**config.mk**
```make
export PLATFORM = sky130hd
export DESIGN_NAME = pipe_stage_hs
export DESIGN_NICKNAME = d
export VERILOG_FILES = /design/src/rtl/pipe_stage_hs.sv
export SDC_FILE = /design/constraint.sdc
export NUM_CORES = 1
export LEC_CHECK = 0
export ABC_CLOCK_PERIOD_IN_PS = 2370
export CAP_MARGIN = 10
export CORE_AREA = 3 3 94 96
export DETAILED_ROUTE_END_ITERATION = 6
export DIE_AREA = 0 0 97 99
export HOLD_SLACK_MARGIN = 0.06
export PLACE_DENSITY = 0.61
export SETUP_SLACK_MARGIN = 0.02
export SLEW_MARGIN = 0
export SYNTH_ARGS = -nofsm -noshare
export SYNTH_HDL_FRONTEND = slang
export SYNTH_SLANG_ARGS = --single-unit
```
**constraint.sdc**
```tcl
create_clock -name clock -period 2.37 [get_ports clock]
set_input_delay 0.474 -clock clock [delete_from_list [all_inputs] [get_ports clock]]
set_output_delay 0.474 -clock clock [all_outputs]
set_load 0.02 [all_outputs]
```
**src/rtl/pipe_stage_hs.sv**
```systemverilog
// Valid/ready pipeline register with flush, bubble-zeroed control and a saturating stall counter.
// Define PIPE_STAGE_SKID_EN to add a one-entry skid buffer that registers in_ready.
module pipe_stage_hs #(
  parameter int DATA_W = 32,
  parameter int CTRL_W = 8,
  parameter int CNT_W  = 16
) (
  input  logic              clock,
  input  logic              reset,
  input  logic              in_valid,
  output logic              in_ready,
  input  logic [DATA_W-1:0] in_data,
  input  logic [CTRL_W-1:0] in_ctrl,
  input  logic              flush,
  output logic              out_valid,
  input  logic              out_ready,
  output logic [DATA_W-1:0] out_data,
  output logic [CTRL_W-1:0] out_ctrl,
  input  logic              clr_cnt,
  output logic [CNT_W-1:0]  stall_cnt
);

  logic              out_valid_reg;
  logic [DATA_W-1:0] out_data_reg;
  logic [CTRL_W-1:0] out_ctrl_reg;
  logic [CNT_W-1:0]  stall_cnt_reg;

  logic stall;
  logic accept;

  assign stall  = out_valid_reg && !out_ready;
  assign accept = in_valid && in_ready && !flush;

`ifdef PIPE_STAGE_SKID_EN
  logic              skid_valid_reg;
  logic [DATA_W-1:0] skid_data_reg;
  logic [CTRL_W-1:0] skid_ctrl_reg;

  // Ready depends only on skid occupancy; flush forces it high so the flushed beat is consumed.
  assign in_ready = !skid_valid_reg || flush;

  always_ff @(posedge clock or posedge reset) begin
    if (reset) begin
      out_valid_reg  <= 1'b0;
      out_data_reg   <= '0;
      out_ctrl_reg   <= '0;
      skid_valid_reg <= 1'b0;
      skid_data_reg  <= '0;
      skid_ctrl_reg  <= '0;
    end else if (flush) begin
      out_valid_reg  <= 1'b0;
      out_ctrl_reg   <= '0;
      skid_valid_reg <= 1'b0;
    end else if (!stall) begin
      // Output register is empty or draining: refill, skid entry first to keep order.
      if (skid_valid_reg) begin
        out_valid_reg  <= 1'b1;
        out_data_reg   <= skid_data_reg;
        out_ctrl_reg   <= skid_ctrl_reg;
        skid_valid_reg <= 1'b0;
      end else if (accept) begin
        out_valid_reg <= 1'b1;
        out_data_reg  <= in_data;
        out_ctrl_reg  <= in_ctrl;
      end else begin
        out_valid_reg <= 1'b0;
        out_ctrl_reg  <= '0;
      end
    end else if (accept) begin
      skid_valid_reg <= 1'b1;
      skid_data_reg  <= in_data;
      skid_ctrl_reg  <= in_ctrl;
    end
  end
`else
  assign in_ready = !out_valid_reg || out_ready || flush;

  always_ff @(posedge clock or posedge reset) begin
    if (reset) begin
      out_valid_reg <= 1'b0;
      out_data_reg  <= '0;
      out_ctrl_reg  <= '0;
    end else if (flush) begin
      out_valid_reg <= 1'b0;
      out_ctrl_reg  <= '0;
    end else if (accept) begin
      out_valid_reg <= 1'b1;
      out_data_reg  <= in_data;
      out_ctrl_reg  <= in_ctrl;
    end else if (!stall) begin
      // Bubble: control goes to zero, data keeps its last value.
      out_valid_reg <= 1'b0;
      out_ctrl_reg  <= '0;
    end
  end
`endif

  always_ff @(posedge clock or posedge reset) begin
    if (reset) begin
      stall_cnt_reg <= '0;
    end else if (clr_cnt) begin
      stall_cnt_reg <= '0;
    end else if (stall && (stall_cnt_reg != {CNT_W{1'b1}})) begin
      stall_cnt_reg <= stall_cnt_reg + CNT_W'(1);
    end
  end

  assign out_valid = out_valid_reg;
  assign out_data  = out_data_reg;
  assign out_ctrl  = out_ctrl_reg;
  assign stall_cnt = stall_cnt_reg;

endmodule

```
==> run summary <==
Row generation in the floorplan step produced 33 rows. The number of standard cells in the layout, taps in and fillers out is 420. The number of global-route vias before repair is 2,066. The run finished with clean final reports. The kind of end point of the critical path is an output port.

The sum of routed wire length over all layers came out at around 6 mm. The die boundary width came out at between 90 and 100 microns. The max capacitance violation total is 0. In this run the critical register-to-register path is captured at stall_cnt[6].

After synthesis, the mean cell area works out to 12.8 sq um. The core box area is a little over 0.008 sq mm. The hold violation total from the final report is 0. Multiplexer cells account for 15.6% of the synthesized area. The power per cell area came out at 687 mW/mm^2. The worst register-to-register path has a depth of 6. The number of vias per cell after detailed routing came out at 4.71.

The largest fanout on the critical path came out at 2. The library cell used as clock root buffer is clkbuf_8. The cell count after synthesis is 194. The detailed router placed 1,980 vias in this run. The yosys synthesis warning count is 0. For this run, the detailed router's first-pass iteration total came to 4. Data arrives at the worst endpoint at 1790 ps.

The path with the worst hold slack has its endpoint at out_data[30]. Setup repair after global routing left no endpoint under its margin. The floorplan step set the die height to 99 microns.

The clock sink count is 57. The share of the synthesized netlist area taken by xor and xnor gates came out at 0%. The growth of design area from synthesis to finish is 58.0%. The critical path is of the input port to output port type. The register-to-register setup slack came out at 570 ps. The maximum resistive drop on vdd is approximately 0.39 mV. The number of levels the H-tree was split into came out at 3. The number of gates given a new drive strength after cts came out at 0. TritonCTS built the clock tree. In this run the most used layer during global routing was met2. The share of synthesized cell area in and, or, nand and nor gates is 14.1%. The count of nets left with antenna violations after detail routing is 0. The detailed-route DRC error count is 0. The transition time of the tightest slew-check pin is 424 ps. Sequential elements use 57.7% of the synthesized area. The pin count of the biggest net entering global routing is 58. The fraction of the cycle the final worst path needs came out at between 90 and 100%.

The synthesized design contains 57 register bits. The count of buffers from port buffering is 103. The boundary pin count is 104. The total congestion overflow after global routing is 0. The count of distinct cell types in the synthesized netlist came out at 37.

The total clock buffers created by CTS came out at 9. The share of cells above drive strength 1 is 20.3%. Setup violations remaining at the end of the flow were counted as 0. The post-CTS clock slew at the launch and capture registers of the worst setup and hold paths is 60 ps. The global-route wire length before repair is 10.2 mm. The timing-limited maximum frequency came out at 442 MHz. The met1 usage in global routing came out at 17.4%. The path class of the tightest hold or removal check is flip-flop to flip-flop. The final antenna diode count came out at 0.

The worst relative slew slack is 71.7%. By area, the combinational part of the netlist is dominated by multiplexers. The initial antenna violation count was 0. The number of cells traversed by the worst hold path came out at 1. The detail-routed net length per standard cell is 14.3 microns. The required arrival time at the worst endpoint is 1900 ps. The cell area after synthesis came out at 0.00247 sq mm. The number of flip-flops under the largest register name came out at 32. The initial core utilization is 30.4%. The congestion estimate from routability-driven global placement came to 0.725.

The synthesized netlist devotes 9.61% of its cell area to compound gates. The setup skew after layout came out at around 7 ps. The worst register-to-register path begins at stall_cnt[0]. The all-layer global routing usage came out at 13.2%.

The cts-stage hold buffer count came out at 0. The clock tree buffer depth is 2. The number of nets in the layout is 357. After routing, the total negative slack on setup checks comes to 0 ps. The die covers 0.00960 sq mm.

The clock insertion delay at the later pin of the skew report came out at 320 ps. The leakage power came out at 1.57 nW. The source of the worst hold timing path is out_data[30]. The post-synthesis adder-cell area fraction came out at less than 1%.

STA classifies the critical path startpoint as an input port. The global-route track usage on met3 came out at about 4.5%. Synthesis produced a netlist with a net count of around 240.

The number of setup buffers added after CTS is 0. The sum of internal, switching and leakage power came out at 2.68 mW. The count of pins over their slew limit came to 0. The detailed router finished its first iteration with a little under 60 violations. The met2 track utilization from global routing came out at between 10% and 20%.

The minimum period implied by the final worst setup slack is 2260 ps. Once detailed placement completed, the half-perimeter wirelength came to 4.34 mm. In this run, placement finished with an instance count of 404.
[cell usage after synthesis]
master / count / area, sq um
and2_1: 1 / 6.26
o31ai_1: 3 / 22.5
nor2_2: 1 / 6.26
nor3b_2: 1 / 12.5
nand4_4: 1 / 21.3
and3_2: 1 / 7.51
ha_1: 1 / 12.5
buf_6: 1 / 11.3
nor4_1: 1 / 6.26
nor4_4: 1 / 21.3
inv_1: 5 / 18.8
o21ai_1: 4 / 20.0
mux2_4: 1 / 15.0
buf_1: 1 / 3.75
nand4_1: 3 / 18.8
a22o_1: 8 / 70.1
nor3_1: 3 / 15.0
buf_2: 5 / 25.0
and4_1: 3 / 26.3
o21ai_0: 6 / 30.0
nand2b_1: 3 / 18.8
dfrtp_1: 57 / 1430
nand2_1: 6 / 22.5
nand3_1: 6 / 30.0
o41ai_1: 2 / 17.5
nand3_4: 1 / 17.5
o31a_1: 1 / 8.76
nor2_1: 5 / 18.8
mux2i_1: 1 / 10.0
mux2_2: 31 / 349
clkbuf_1: 1 / 3.75
a21oi_1: 12 / 60.1
or3_1: 8 / 50.1
o2111ai_1: 1 / 8.76
nor2b_1: 2 / 12.5
or4_1: 5 / 37.5
mux2_1: 1 / 11.3
[metal layers]
| metal | vias up | wire, microns |
|---|---|---|
| met5 | - | 0 |
| met4 | 0 | 68 |
| met3 | 7 | 471 |
| met2 | 76 | 2790 |
| met1 | 940 | 2670 |
| li1 | 957 | - |
[cell type report]
type	count	area (sq um)
clock inverters	6	82.6
multi-input cells	124	991
fillers	738	4230
flip-flops and latches	57	1430
well taps	105	131
inverters	5	18.8
clock buffers	10	128
repair buffers	113	1130
[worst max-delay path, cell delays in order]
cell             delay [ps]
clkdlybuf4s50_1         470
nand2b_1                140
nor2_1                   60
inv_1                    50
clkdlybuf4s50_1         590
[layout by cell type, fill, tap and decap left out, types with 2 or more instances in the layout]
cell	netlist	final
a22o_1	8	8
nor2b_1	2	2
dfrtp_1	57	57
buf_4	0	8
o41ai_1	2	2
mux2_2	31	31
nor2_1	5	5
or3_1	8	8
a21oi_1	12	12
nor3_1	3	3
clkinv_2	0	3
o21ai_1	4	4
o31ai_1	3	3
o21ai_0	6	6
inv_1	5	4
nand2b_1	3	3
or4_1	5	5
clkdlybuf4s50_1	0	103
clkbuf_8	0	9
nand2_1	6	6
and4_1	3	3
buf_12	0	2
nand3_1	6	6
bufinv_16	0	2
nand4_1	3	3
[logic make-up after synthesis]
logic type / after synthesis
adders and majority gates: 1
AOI/OAI and AO/OA: 37
DFF: 57
and+or+nand+nor: 52
muxes: 34
buffers and inverters: 13
[how the worst max path moves through the flow]
stage                    from     endpoint  slack [ps]
finish              out_ready     in_ready         110
global route        out_ready     in_ready          40
CTS                 out_ready     in_ready         100
detailed placement  out_ready     in_ready         100
global placement    out_ready     in_ready         140
floorplan               reset  out_ctrl[0]         500
[where the power goes]
| part | switching, mW | internal (mW) |
|---|---|---|
| registers | 0.0502 | 1.07 |
| logic | 0.258 | 0.333 |
| clock network | 0.382 | 0.586 |
| total | 0.690 | 1.99 |
[stage by stage]
step	hold slack (ps)	instance area [sq um]	utilization [%]	setup WS, ps
after floorplan	540	2470	-	496
after global placement	477	3700	45.5	142
after detailed placement	486	3700	45.5	104
after CTS	507	3910	48.1	101
after global routing	517	3910	48.1	37.2
final	492	3910	48.1	110
Power figures use the tool's default switching activity.
